===== src/rtl/lmsm_pkg.sv =====
// Shared types and sizing for the load/store-multiple sequencer.
package lmsm_pkg;
  localparam int LMSM_AW    = 6;
  localparam int LMSM_DW    = 16;
  localparam int LMSM_NREGS = 8;

  typedef enum logic [1:0] {IDLE, XFER, DRAIN, DONE} lmsm_state_e;
endpackage


===== src/rtl/lmsm_sequencer_if.sv =====
// Memory and register-file side bus of the LM/SM sequencer.
interface lmsm_sequencer_if
  import lmsm_pkg::*;
#(
  parameter int AW = LMSM_AW,
  parameter int DW = LMSM_DW,
  parameter int IW = $clog2(LMSM_NREGS)
);
  logic [AW-1:0] mem_address;
  logic          mem_read;
  logic          mem_write;
  logic [DW-1:0] mem_in;
  logic [DW-1:0] mem_out;
  logic [IW-1:0] rf_raddr;
  logic [DW-1:0] rf_rdata;
  logic [IW-1:0] rf_waddr;
  logic [DW-1:0] rf_wdata;
  logic          rf_we;

  modport master (
    output mem_address, mem_read, mem_write, mem_in,
    output rf_raddr, rf_waddr, rf_wdata, rf_we,
    input  mem_out, rf_rdata
  );

  modport slave (
    input  mem_address, mem_read, mem_write, mem_in,
    input  rf_raddr, rf_waddr, rf_wdata, rf_we,
    output mem_out, rf_rdata
  );
endinterface


===== src/rtl/lmsm_prio_enc.sv =====
// Lowest-set-bit encoder: index of the lowest 1 in vec, plus an any-bit flag.
module lmsm_prio_enc #(
  parameter int N  = 8,
  parameter int IW = $clog2(N)
) (
  input  logic [N-1:0]  vec,
  output logic [IW-1:0] idx,
  output logic          any
);
  // Scan high to low so the lowest set bit is the last one written.
  always_comb begin
    idx = '0;
    any = 1'b0;
    for (int i = N - 1; i >= 0; i--) begin
      if (vec[i]) begin
        idx = IW'(i);
        any = 1'b1;
      end
    end
  end
endmodule


===== src/rtl/lmsm_sequencer.sv =====
// Load/store-multiple sequencer: walks a register mask lowest-first, one memory word per cycle.
// Optional macro LMSM_BASE_UPDATE_EN exposes the post-transfer base address in DONE.
module lmsm_sequencer
  import lmsm_pkg::*;
#(
  parameter int NREGS = LMSM_NREGS,
  parameter int AW    = LMSM_AW,
  parameter int DW    = LMSM_DW,
  localparam int IW   = $clog2(NREGS)
) (
  input  logic             clk,
  input  logic             reset,
  input  logic             start,
  input  logic             is_store,
  input  logic [AW-1:0]    base_addr,
  input  logic [NREGS-1:0] reg_mask,
  output logic             busy,
  output logic             done,
  lmsm_sequencer_if.master bus,
  output logic [AW-1:0]    base_wb_addr,
  output logic             base_wb_valid
);
  lmsm_state_e      state_q, state_d;
  logic [AW-1:0]    addr_q;
  logic [NREGS-1:0] mask_q, mask_nxt;
  logic             store_q;
  logic             wb_pend_q;
  logic [IW-1:0]    wb_idx_q;
  logic [DW-1:0]    wb_data_q;

  logic [IW-1:0]    k;
  logic             any;
  logic             xfer, last;

  lmsm_prio_enc #(.N(NREGS), .IW(IW)) u_enc (
    .vec (mask_q),
    .idx (k),
    .any (any)
  );

  assign mask_nxt = mask_q & ~(NREGS'(1) << k);
  assign last     = ~|mask_nxt;
  assign xfer     = (state_q == XFER) && any;

  always_comb begin
    state_d = state_q;
    case (state_q)
      IDLE:    if (start) state_d = (reg_mask == '0) ? DONE : XFER;
      XFER:    if (last)  state_d = store_q ? DONE : DRAIN;
      DRAIN:   state_d = DONE;
      DONE:    state_d = IDLE;
      default: state_d = IDLE;
    endcase
  end

  always_ff @(posedge clk) begin
    if (reset) begin
      state_q   <= IDLE;
      addr_q    <= '0;
      mask_q    <= '0;
      store_q   <= 1'b0;
      wb_pend_q <= 1'b0;
      wb_idx_q  <= '0;
      wb_data_q <= '0;
    end else begin
      state_q <= state_d;
      if (state_q == IDLE && start) begin
        addr_q  <= base_addr;
        mask_q  <= reg_mask;
        store_q <= is_store;
      end
      if (xfer) begin
        mask_q <= mask_nxt;
        addr_q <= addr_q + AW'(1);
      end
      // LM read data is captured here, before the next negedge overwrites mem_out.
      wb_pend_q <= xfer && !store_q;
      if (xfer && !store_q) begin
        wb_idx_q  <= k;
        wb_data_q <= bus.mem_out;
      end
    end
  end

  assign busy = (state_q != IDLE);
  assign done = (state_q == DONE);

  assign bus.mem_address = xfer ? addr_q : '0;
  assign bus.mem_read    = !(xfer && !store_q);
  assign bus.mem_write   = !(xfer && store_q);
  assign bus.rf_raddr    = (xfer && store_q) ? k : '0;
  assign bus.mem_in      = (xfer && store_q) ? bus.rf_rdata : '0;
  assign bus.rf_we       = wb_pend_q;
  assign bus.rf_waddr    = wb_idx_q;
  assign bus.rf_wdata    = wb_data_q;

`ifdef LMSM_BASE_UPDATE_EN
  // addr_q has advanced once per selected register, so in DONE it equals base + popcount(mask).
  assign base_wb_valid = done;
  assign base_wb_addr  = done ? addr_q : '0;
`else
  assign base_wb_valid = 1'b0;
  assign base_wb_addr  = '0;
`endif
endmodule


===== src/flat_wrapper.sv =====
// flat-port wrapper written by rule: the top's interface ports become plain ports
module lmsm_sequencer_flat import lmsm_pkg::*;
#(
  parameter int NREGS = LMSM_NREGS,
  parameter int AW    = LMSM_AW,
  parameter int DW    = LMSM_DW,
  localparam int IW   = $clog2(NREGS)
)
  (clk, reset, start, is_store, base_addr, reg_mask, busy, done, base_wb_addr, base_wb_valid, bus_mem_address, bus_mem_read, bus_mem_write, bus_mem_in, bus_rf_raddr, bus_rf_waddr, bus_rf_wdata, bus_rf_we, bus_mem_out, bus_rf_rdata);
  lmsm_sequencer_if #(.AW(AW), .DW(DW)) bus_i ();
  input  logic clk;
  input  logic reset;
  input  logic start;
  input  logic is_store;
  input  logic [AW-1:0] base_addr;
  input  logic [NREGS-1:0] reg_mask;
  output logic busy;
  output logic done;
  output logic [AW-1:0] base_wb_addr;
  output logic base_wb_valid;
  output wire logic [$bits(bus_i.mem_address)-1:0] bus_mem_address;
  output wire logic [$bits(bus_i.mem_read)-1:0] bus_mem_read;
  output wire logic [$bits(bus_i.mem_write)-1:0] bus_mem_write;
  output wire logic [$bits(bus_i.mem_in)-1:0] bus_mem_in;
  output wire logic [$bits(bus_i.rf_raddr)-1:0] bus_rf_raddr;
  output wire logic [$bits(bus_i.rf_waddr)-1:0] bus_rf_waddr;
  output wire logic [$bits(bus_i.rf_wdata)-1:0] bus_rf_wdata;
  output wire logic [$bits(bus_i.rf_we)-1:0] bus_rf_we;
  input wire logic [$bits(bus_i.mem_out)-1:0] bus_mem_out;
  input wire logic [$bits(bus_i.rf_rdata)-1:0] bus_rf_rdata;
  assign bus_mem_address = bus_i.mem_address;
  assign bus_mem_read = bus_i.mem_read;
  assign bus_mem_write = bus_i.mem_write;
  assign bus_mem_in = bus_i.mem_in;
  assign bus_rf_raddr = bus_i.rf_raddr;
  assign bus_rf_waddr = bus_i.rf_waddr;
  assign bus_rf_wdata = bus_i.rf_wdata;
  assign bus_rf_we = bus_i.rf_we;
  assign bus_i.mem_out = bus_mem_out;
  assign bus_i.rf_rdata = bus_rf_rdata;
  lmsm_sequencer #(.NREGS(NREGS), .AW(AW), .DW(DW)) u_core (.clk(clk), .reset(reset), .start(start), .is_store(is_store), .base_addr(base_addr), .reg_mask(reg_mask), .busy(busy), .done(done), .bus(bus_i), .base_wb_addr(base_wb_addr), .base_wb_valid(base_wb_valid));
endmodule

===== config.mk =====
export PLATFORM = sky130hd
export DESIGN_NAME = lmsm_sequencer_flat
export DESIGN_NICKNAME = d
export VERILOG_FILES = /design/src/rtl/lmsm_pkg.sv /design/src/rtl/lmsm_sequencer_if.sv /design/src/rtl/lmsm_prio_enc.sv /design/src/rtl/lmsm_sequencer.sv /design/src/flat_wrapper.sv
export SDC_FILE = /design/constraint.sdc
export NUM_CORES = 1
export LEC_CHECK = 0
export CAP_MARGIN = 25
export CORE_MARGIN = 2
export CORE_UTILIZATION = 29
export CTS_CLUSTER_DIAMETER = 60
export DETAILED_ROUTE_END_ITERATION = 16
export PLACE_DENSITY = 0.64
export SLEW_MARGIN = 0
export SYNTH_ARGS = -nofsm -noshare
export SYNTH_HDL_FRONTEND = slang
export SYNTH_HIERARCHICAL = 1
export SYNTH_SLANG_ARGS = --single-unit

===== constraint.sdc =====
create_clock -name clk -period 3 [get_ports clk]
set_clock_uncertainty 0.15 [all_clocks]
set_input_delay 0.6 -clock clk [delete_from_list [all_inputs] [get_ports clk]]
set_output_delay 0.6 -clock clk [all_outputs]
set_load 0.01 [all_outputs]

# [Yosys cells after proc, flatten, opt, wreduce, memory -nomap -nowiden]
# Cells that the tools add are included.
[classes] addsub=1 mux=28 n_eq_ne=5 n_mul=0 n_shift=1 bitwise=2 n_reduce_logical=13 order_cmp=0 div_mod_pow=0
[ops] operator="3-bit two-way mux" count=9
[ops] operator="6-bit two-way mux" count=3
[ops] operator="16-bit two-way mux" count=1
[ops] operator="8-bit two-way mux" count=2
[ops] operator="1-bit two-way mux" count=9
[ops] operator="8-bit bitwise AND" count=1
[ops] operator="8-bit zero test" count=1
[ops] operator="8-bit NOT" count=1
[ops] operator="2-bit case mux with 4 select lines" count=1
[ops] operator="8-bit OR reduction" count=1
[ops] operator="1-bit by 3-bit << shifter with 8-bit output, first input constant" count=1
[ops] operator="6-bit by 1-bit adder with 6-bit output, second input constant" count=1
[ops] operator="2-bit two-way mux" count=3
[ops] operator="2-bit equality test, second input constant" count=2
[ops] operator="1-bit logical AND" count=4
[ops] operator="2-bit != test, second input constant" count=2
[ops] operator="2-bit nonzero test" count=2
[ops] operator="1-bit zero test" count=3
[ops] operator="2-bit by 1-bit equality test with 1-bit output, second input constant" count=1
[ops] operator="2-bit zero test" count=1
[ops] operator="2-bit AND reduction" count=1
[word_totals] ram_bits=0 ff_bits=37 memories=0 latchBits=0 romBits=0

# [Longest topological paths before layout]
# Gate-level depths: netlist (run 1).
[depth] word_depth=14 ltp_mapped=9 ltp_nobuf=8

# [By module]
# The synthesis (run 1) kept the hierarchy.
[by_module_without_submodules] mod="lmsm_sequencer" seq_area_each_um2=740.7 area_each_um2=1985.7 cells_each=267 instances=1
[by_module_without_submodules] mod="lmsm_prio_enc" seq_area_each_um2=0.0 area_each_um2=80.1 cells_each=13 instances=1

# [Worst setup path after synthesis (run 1)]
# OpenSTA, ideal clock, no wires.
[synth_timing] kind="register to output" startpoint="reg u_core.mask_q[5]" endpoint="out bus_mem_in[10]" arrival_ns=1.539 setup_slack_ns=0.711 stages_incl_launch_ff=7 n_path_buf=2 path_cell_list="dfxtp_1 -> nor4_1 -> nand2_1 -> and3_1 -> clkbuf_1 -> clkbuf_1 -> and2_1"
[synth_between] elab_chain_len=9
[synth_lines] item="start: declaration" line="lmsm_sequencer.sv:25" source="logic [NREGS-1:0] mask_q, mask_nxt;"
[synth_lines] item="start signal: assignment" line="lmsm_sequencer.sv:69" source="mask_q <= reg_mask;"
[synth_lines] item="start signal: assignment" line="lmsm_sequencer.sv:73" source="mask_q <= mask_nxt;"
[synth_lines] item="1-bit two-way mux (6 in series)" line="lmsm_prio_enc.sv:15" source="if (vec[i]) begin"
[synth_lines] item="via u_core.any" line="lmsm_sequencer.sv:32" source="logic any;"
[synth_lines] item="1-bit logical AND" line="lmsm_sequencer.sv:43" source="assign xfer = (state_q == XFER) && any;"
[synth_lines] item="1-bit logical AND" line="lmsm_sequencer.sv:92" source="assign bus.mem_in = (xfer && store_q) ? bus.rf_rdata : '0;"
[synth_lines] item="16-bit two-way mux" line="lmsm_sequencer.sv:92"
[synth_lines] item="end: declaration" line="flat_wrapper.sv:24" source="output wire logic [$bits(bus_i.mem_in)-1:0] bus_mem_in;"
# The timed path passes the listed nets, and every way through them passes these cells.

# [Worst setup path in the final report (run 1)]
[layout_timing] startpoint="reg u_core.mask_q[5]" endpoint="out bus_mem_in[15]"
# The elaborated chain is that of the path after synthesis.

==> impl_metrics.json, run 1 <==
{
  "status": "finished, final reports clean",
  "cts.sinks": 37,
  "peakVddDrop_mv": 0.299,
  "power_density_nw_per_um2": 752,
  "ctsHtreeMaxLevel": 2,
  "timing.final.crit_share_pct": 96.6,
  "antenna_found_initial": 0,
  "cts_tree": "done",
  "critPathMaxFanout": 19,
  "routabilityCongestion": 0.907,
  "synth_seq_cells": 37,
  "drc": 0,
  "hold_class": "reg -> reg",
  "path_clk_slew_ns": 0.07,
  "holdBufCountCts": 0,
  "grt_max_degree": 23,
  "fmax_mhz": 345,
  "wl_per_cell_um": 13.1,
  "endpoint_kind": "output port",
  "cts_buffers": 5,
  "final_util_pct": 47.2,
  "max_cap_viol_count": 0,
  "diodes": 0,
  "final_max_slew_viol_count": 0,
  "synth_top_cell_by_area": "dfxtp_1",
  "postSynthCellCount": 280,
  "syn_to_final_growth_pct": 56.0,
  "yosys_warnings": 6,
  "rows": 30,
  "cts_resized": 2,
  "synth_edf_count": 0,
  "num_vias": 2270,
  "firstDrtPassIters": 4,
  "clockBufferDepth": 2,
  "setup_ws_ns": 0.102,
  "synth_cell_types": 45,
  "ant_nets": 0,
  "clock_latency_ns": 0.28,
  "synthArstFlopShare_pct": 0,
  "fin_crit_ns": 2.90,
  "slew_headroom_pct": 52.2,
  "place_ws_ns": 0.170,
  "avgSynthCellArea_sq_um": 7.38,
  "drt_iter0_markers": 194,
  "worst_pin_slew_ns": 0.717,
  "fp.dieH_um": 88.4,
  "power.leakage_nw": 1.21,
  "synthTopCellsByArea": "dfxtp_1 36%, nand2_1 9.8%, a21oi_1 7.0%, and2_1 5.8%, nor2_1 4.0%",
  "cts-root-buf": "clkbuf_8",
  "fp.dieW_um": 88.4,
  "setup_viol": 0,
  "yosys.area.top_type_share_pct": 35.9,
  "grt_pass1_wl_um": 10000,
  "grt_pass1_vias": 2125,
  "synth_common_cells": "54 x nand2_1, 37 x dfxtp_1, 29 x a21oi_1, 22 x nor2_1, 19 x and2_1",
  "startpoint_type": "flip-flop",
  "hold_viol_final": 0,
  "synth_ff_type": "dfxtp_1",
  "initial_core_util_pct": 30.2,
  "nets": 432,
  "post-synth-top-count-cell": "nand2_1",
  "fill_cells": 708,
  "cp.arrival_ns": 2.15,
  "core_area_sq_um": 6830,
  "required_ns": 2.25,
  "syn_area_sq_um": 2070,
  "drive_above_1_share_pct": 6.88,
  "seq_area_sq_um": 741,
  "ios": 106,
  "place_hpwl_um": 4690,
  "grt_use_total_pct": 15.9,
  "grt.overflow.total": 0,
  "via_per_inst": 4.79,
  "dieArea_sq_um": 7810,
  "postCtsSetupRepairBufs": 0,
  "crit_type": "reg -> out",
  "multi_input_area_sq_um": 1180,
  "yosysSeqAreaShare_pct": 35.9,
  "port_buffers": 98,
  "drt-total-wl_um": 6230
}
-- placed cells by master (no fill, tap or decap), types with 2 or more instances in the layout --
master and count:
nor3b_1 2, a21oi_1 29, nand2b_1 3, nor2_1 22, buf_4 10, and2_1 19, nor2b_1 3, nor4_2 2
nor3_1 7, a221oi_1 2, inv_1 9, o32ai_1 3, a311oi_1 2, conb_1 7, o22ai_1 2, dfxtp_1 37
and3_1 5, a22oi_1 4, nand3_1 8, nor4_1 4, o21ai_0 11, clkinv_2 2, clkbuf_8 5, ha_1 5
clkdlybuf4s50_1 98, a31oi_1 3, nand2_1 53
-- cell type report --
| class | count | area share, % |
|---|---|---|
| clock inverters | 2 | 0.311 |
| inverters | 10 | 1.17 |
| well taps | 96 | 3.73 |
| clock buffers | 6 | 2.25 |
| multi-input cells | 215 | 36.8 |
| repair buffers | 108 | 32.8 |
| flip-flops and latches | 37 | 23.0 |
-- report_power, final --
group | leakage, nW | switching (mW) | total [mW] | internal (mW)
Combinational | 0.866 | 0.741 | 1.36 | 0.615
Sequential | 0.302 | 0.115 | 0.732 | 0.617
Clock | 0.0450 | 0.172 | 0.333 | 0.161
Total | 1.21 | 1.03 | 2.42 | 1.39
-- sequential cells by signal, indices dropped and copies added, names as in the netlist --
name,flops
u_core/mask_q,8
u_core/bus.rf_we,1
u_core/bus.rf_waddr,3
u_core/bus.rf_wdata,16
u_core/addr_q,6
u_core/state_q,2
u_core/store_q,1
-- worst max-delay path: stages (launching register included) --
cell             delay [ns]
dfxtp_1                0.37
nor4_2                 0.40
nand2_2                0.16
and3_4                 0.28
and2_1                 0.17
clkdlybuf4s50_1        0.48
-- routing by layer --
metal  vias to the layer above  global-route usage (%)  wire (um)
li1                       1149                       -          -
met1                      1010                    20.6       2790
met2                       102                    26.8       2910
met3                         9                    3.54        475
met4                         0                    4.41         65
met5                         -                       0          0
-- final timing paths --
path,from,to,slack (ns),cells after the start
setup / recovery,u_core/mask_q[5]$_SDFFE_PP0P_,bus_mem_in[15],0.10,5
hold / removal,u_core/bus.rf_wdata[14]$_SDFFE_PP0P_,u_core/bus.rf_wdata[14]$_SDFFE_PP0P_,0.31,2
setup reg to reg,u_core/mask_q[5]$_SDFFE_PP0P_,u_core/state_q[0]$_SDFFE_PP0P_,0.52,9
hold reg to reg,u_core/bus.rf_wdata[14]$_SDFFE_PP0P_,u_core/bus.rf_wdata[14]$_SDFFE_PP0P_,0.31,2
-- kinds of logic (layout without fill, tap and decap cells) --
logic type               after synthesis  in the layout  synth area share, %
adder cells (fa/ha/maj)                5              5                 3.03
buffers and inverters                 34            126                 8.54
AND/OR/NAND/NOR                      135            135                 31.6
AO/OA/AOI/OAI                         68             68                 20.8
other                                  1              7                0.182
flip-flops                            37             37                 35.9
-- stage by stage --
stage / cells / TNS, ns / total power, mW / area (sq um) / hold WS [ns]
global route: 474 / -0.841 / 2.62 / 3220 / 0.330
floorplan: 286 / 0 / 1.58 / 2090 / 0.309
detailed placement: 466 / 0 / 2.07 / 3130 / 0.301
global placement: 466 / 0 / 2.06 / 3130 / 0.292
CTS: 474 / 0 / 2.41 / 3210 / 0.311
finish: 474 / 0 / 2.42 / 3220 / 0.308
(Power assumes the default switching activity.)
==> run 2, diff against run 1 <==
--- a/config.mk
+++ b/config.mk
@@ -7,10 +7,11 @@
 export LEC_CHECK = 0
 export CAP_MARGIN = 25
 export CORE_MARGIN = 2
-export CORE_UTILIZATION = 29
+export CORE_UTILIZATION = 30
 export CTS_CLUSTER_DIAMETER = 60
 export DETAILED_ROUTE_END_ITERATION = 16
-export PLACE_DENSITY = 0.64
+export GPL_ROUTABILITY_DRIVEN = 1
+export PLACE_DENSITY = 0.65
 export SLEW_MARGIN = 0
 export SYNTH_ARGS = -nofsm -noshare
 export SYNTH_HDL_FRONTEND = slang
==> constraint.sdc (replaced) <==
create_clock -name clk -period 2.91 [get_ports clk]
set_clock_uncertainty 0.15 [all_clocks]
set_input_delay 0.582 -clock clk [delete_from_list [all_inputs] [get_ports clk]]
set_output_delay 0.582 -clock clk [all_outputs]
set_load 0.01 [all_outputs]
==> run 2 against run 1 <==
Sequential power grew 4.4%; sequential cell count stayed put; register-to-register slack worse by 0.13 ns; critical path type unchanged; non-clock buffer count up 5; first-iteration DRC count is 2.1% lower; critical path depth grew 1; largest cell class unchanged; worst hold slack worse by 0.0045 ns; highest routed layer unchanged; die area is 3.2% lower; global-route usage rose by 0.70 points; worst setup slack improved by 0.013 ns.
==> impl_metrics.json, run 2 (same netlist as run 1, synthesis figures left out) <==
{
  "place_inst": 452,
  "status": "finished, final reports clean",
  "cts-root-buf": "clkbuf_8",
  "firstDrtPassIters": 4,
  "port_buffers": 98,
  "fmax_mhz": 358,
  "setup_tns_ns": 0,
  "nets": 437,
  "power.leakage_nw": 1.31,
  "critPathMaxFanout": 19,
  "grt_max_degree": 24,
  "drt-total-wl_um": 6330,
  "grt_pass1_vias": 2203,
  "largest_reg_flops": 16,
  "cp_top_family": "simple AND/OR/NAND/NOR gates",
  "drive_above_1_share_pct": 8.90,
  "cp.arrival_ns": 2.06,
  "clockBufferDepth": 2,
  "worst_pin_slew_ns": 0.605,
  "grt.overflow.total": 0,
  "fin_crit_ns": 2.79,
  "startpoint_type": "flip-flop",
  "drt_iter0_markers": 190,
  "critical_path_buf_inv_count": 2,
  "holdBufCountCts": 0,
  "num_vias": 2359,
  "syn_to_final_growth_pct": 59.1,
  "timing.final.crit_share_pct": 96.0,
  "fp.dieW_um": 87.0,
  "fill_cells": 667,
  "cpMaxStageDelayCell": "clkdlybuf4s50_1",
  "final_cell_mix": "95 x clkdlybuf4s50_1, 54 x nand2_1, 33 x dfxtp_1",
  "setup_viol": 0,
  "ios": 106,
  "critPathMaxStageDelay_ns": 0.47,
  "fp.dieH_um": 87.0,
  "cts.sinks": 37,
  "slew_headroom_pct": 59.5,
  "ant_nets": 0,
  "wl_per_cell_um": 13.7,
  "grt_pass1_wl_um": 10200,
  "power_density_nw_per_um2": 807,
  "crit_chain": "nor4_2 > nand2_1 > and3_1 > buf_4 > and2_1 > clkdlybuf4s50_1",
  "antenna_found_initial": 0,
  "cts_tree": "done",
  "fin_cells": 462,
  "final_max_slew_viol_count": 0,
  "grt_use_total_pct": 16.6,
  "final_common_cell": "clkdlybuf4s50_1",
  "dieArea_sq_um": 7570,
  "place_hpwl_um": 4640,
  "hold_viol_final": 0,
  "required_ns": 2.18,
  "hold_class": "reg -> reg",
  "routabilityCongestion": 0.888,
  "peakVddDrop_mv": 0.313,
  "core_area_sq_um": 6720,
  "crit_type": "reg -> out",
  "diodes": 0,
  "max_cap_viol_count": 0,
  "via_per_inst": 5.11,
  "path_clk_slew_ns": 0.08,
  "cts_buffers": 5,
  "endpoint_kind": "output port",
  "drc": 0,
  "rows": 30,
  "ctsHtreeMaxLevel": 2,
  "clock_latency_ns": 0.29,
  "initial_core_util_pct": 30.7
}
==> run 2: cell types whose count changed in the layout (fill, tap and decap cells not counted), moves of 3 or more <==
cell,previous run,this run
dlymetal6s2s_1,0,3
dfxtp_2,0,4
buf_4,10,15
dfxtp_1,37,33
clkdlybuf4s50_1,98,95
==> run 2: path summary, 6_finish.rpt <==
check	start	end	slack [ns]	cells after the start
setup reg to reg	u_core/mask_q[4]$_SDFFE_PP0P_	u_core/state_q[1]$_SDFFE_PP0P_	0.39	9
hold / removal	u_core/bus.rf_wdata[0]$_SDFFE_PP0P_	u_core/bus.rf_wdata[0]$_SDFFE_PP0P_	0.30	2
hold reg to reg	u_core/bus.rf_wdata[0]$_SDFFE_PP0P_	u_core/bus.rf_wdata[0]$_SDFFE_PP0P_	0.30	2
setup / recovery	u_core/mask_q[3]$_SDFFE_PP0P_	bus_mem_in[1]	0.12	6
==> run 2: report_power, final <==
group	leakage, nW	total [mW]	internal [mW]	switching [mW]
sequential	0.304	0.764	0.639	0.125
combinational	0.954	1.45	0.678	0.773
clock	0.0540	0.436	0.249	0.187
==> run 2: repair_timing <==
item                       4_1_cts  5_1_grt
pin swaps                        1        1
setup buffers                    1        2
setup endpoints to repair       20       22
gates resized for setup          1       10
==> run 2: layout make-up <==
type                            count  area [sq um]  share of cell area, %
Multi-Input combinational cell    215          1200                   36.5
Timing Repair Buffer              113          1100                   33.5
Sequential cell                    37           746                   22.7
Tap cell                           80           100                   3.05
Clock buffer                        5          68.8                   2.09
Inverter                           10          37.5                   1.14
Clock inverter                      2          35.0                   1.07
==> run 2: worst register-to-register path, stage by stage (launching register included) <==
cell	delay, ns
dfxtp_1	0.39
nor2_1	0.13
o21ai_0	0.12
a211oi_1	0.32
buf_4	0.24
nand2b_1	0.14
o32ai_1	0.37
o32ai_1	0.18
o2111ai_1	0.25
nand3_1	0.11
==> run 2: metrics by stage <==
stage                     setup WS, ns  util [%]  power (mW)  hold slack, ns  cell area (sq um)
after floorplan                  0.639         -        1.63           0.309               2090
after detailed placement         0.187      46.4        2.13           0.298               3120
after global routing          -0.00114      48.9        2.86           0.325               3290
after CTS                      0.00650      48.1        2.60           0.308               3230
final                            0.115      48.9        2.65           0.304               3290
after global placement           0.243      46.4        2.12           0.292               3120
==> run 2: per-layer routing <==
metal | vias to the layer above | GRT usage (%) | share of wire (%)
met1 | 1086 | 20.8 | 43
met2 | 108 | 28.1 | 47
li1 | 1154 | - | -
met4 | 0 | 5.54 | 1.5
met5 | - | 0 | 0
met3 | 11 | 3.79 | 8.3
==> run 3, diff against run 2 <==
--- a/config.mk
+++ b/config.mk
@@ -8,6 +8,7 @@
 export CAP_MARGIN = 25
 export CORE_MARGIN = 2
 export CORE_UTILIZATION = 30
+export CTS_BUF_LIST = sky130_fd_sc_hd__clkbuf_8
 export CTS_CLUSTER_DIAMETER = 60
 export DETAILED_ROUTE_END_ITERATION = 16
 export GPL_ROUTABILITY_DRIVEN = 1
==> results of run 3 <==
Final layout, timing and power as in run 2 (identical DEF).
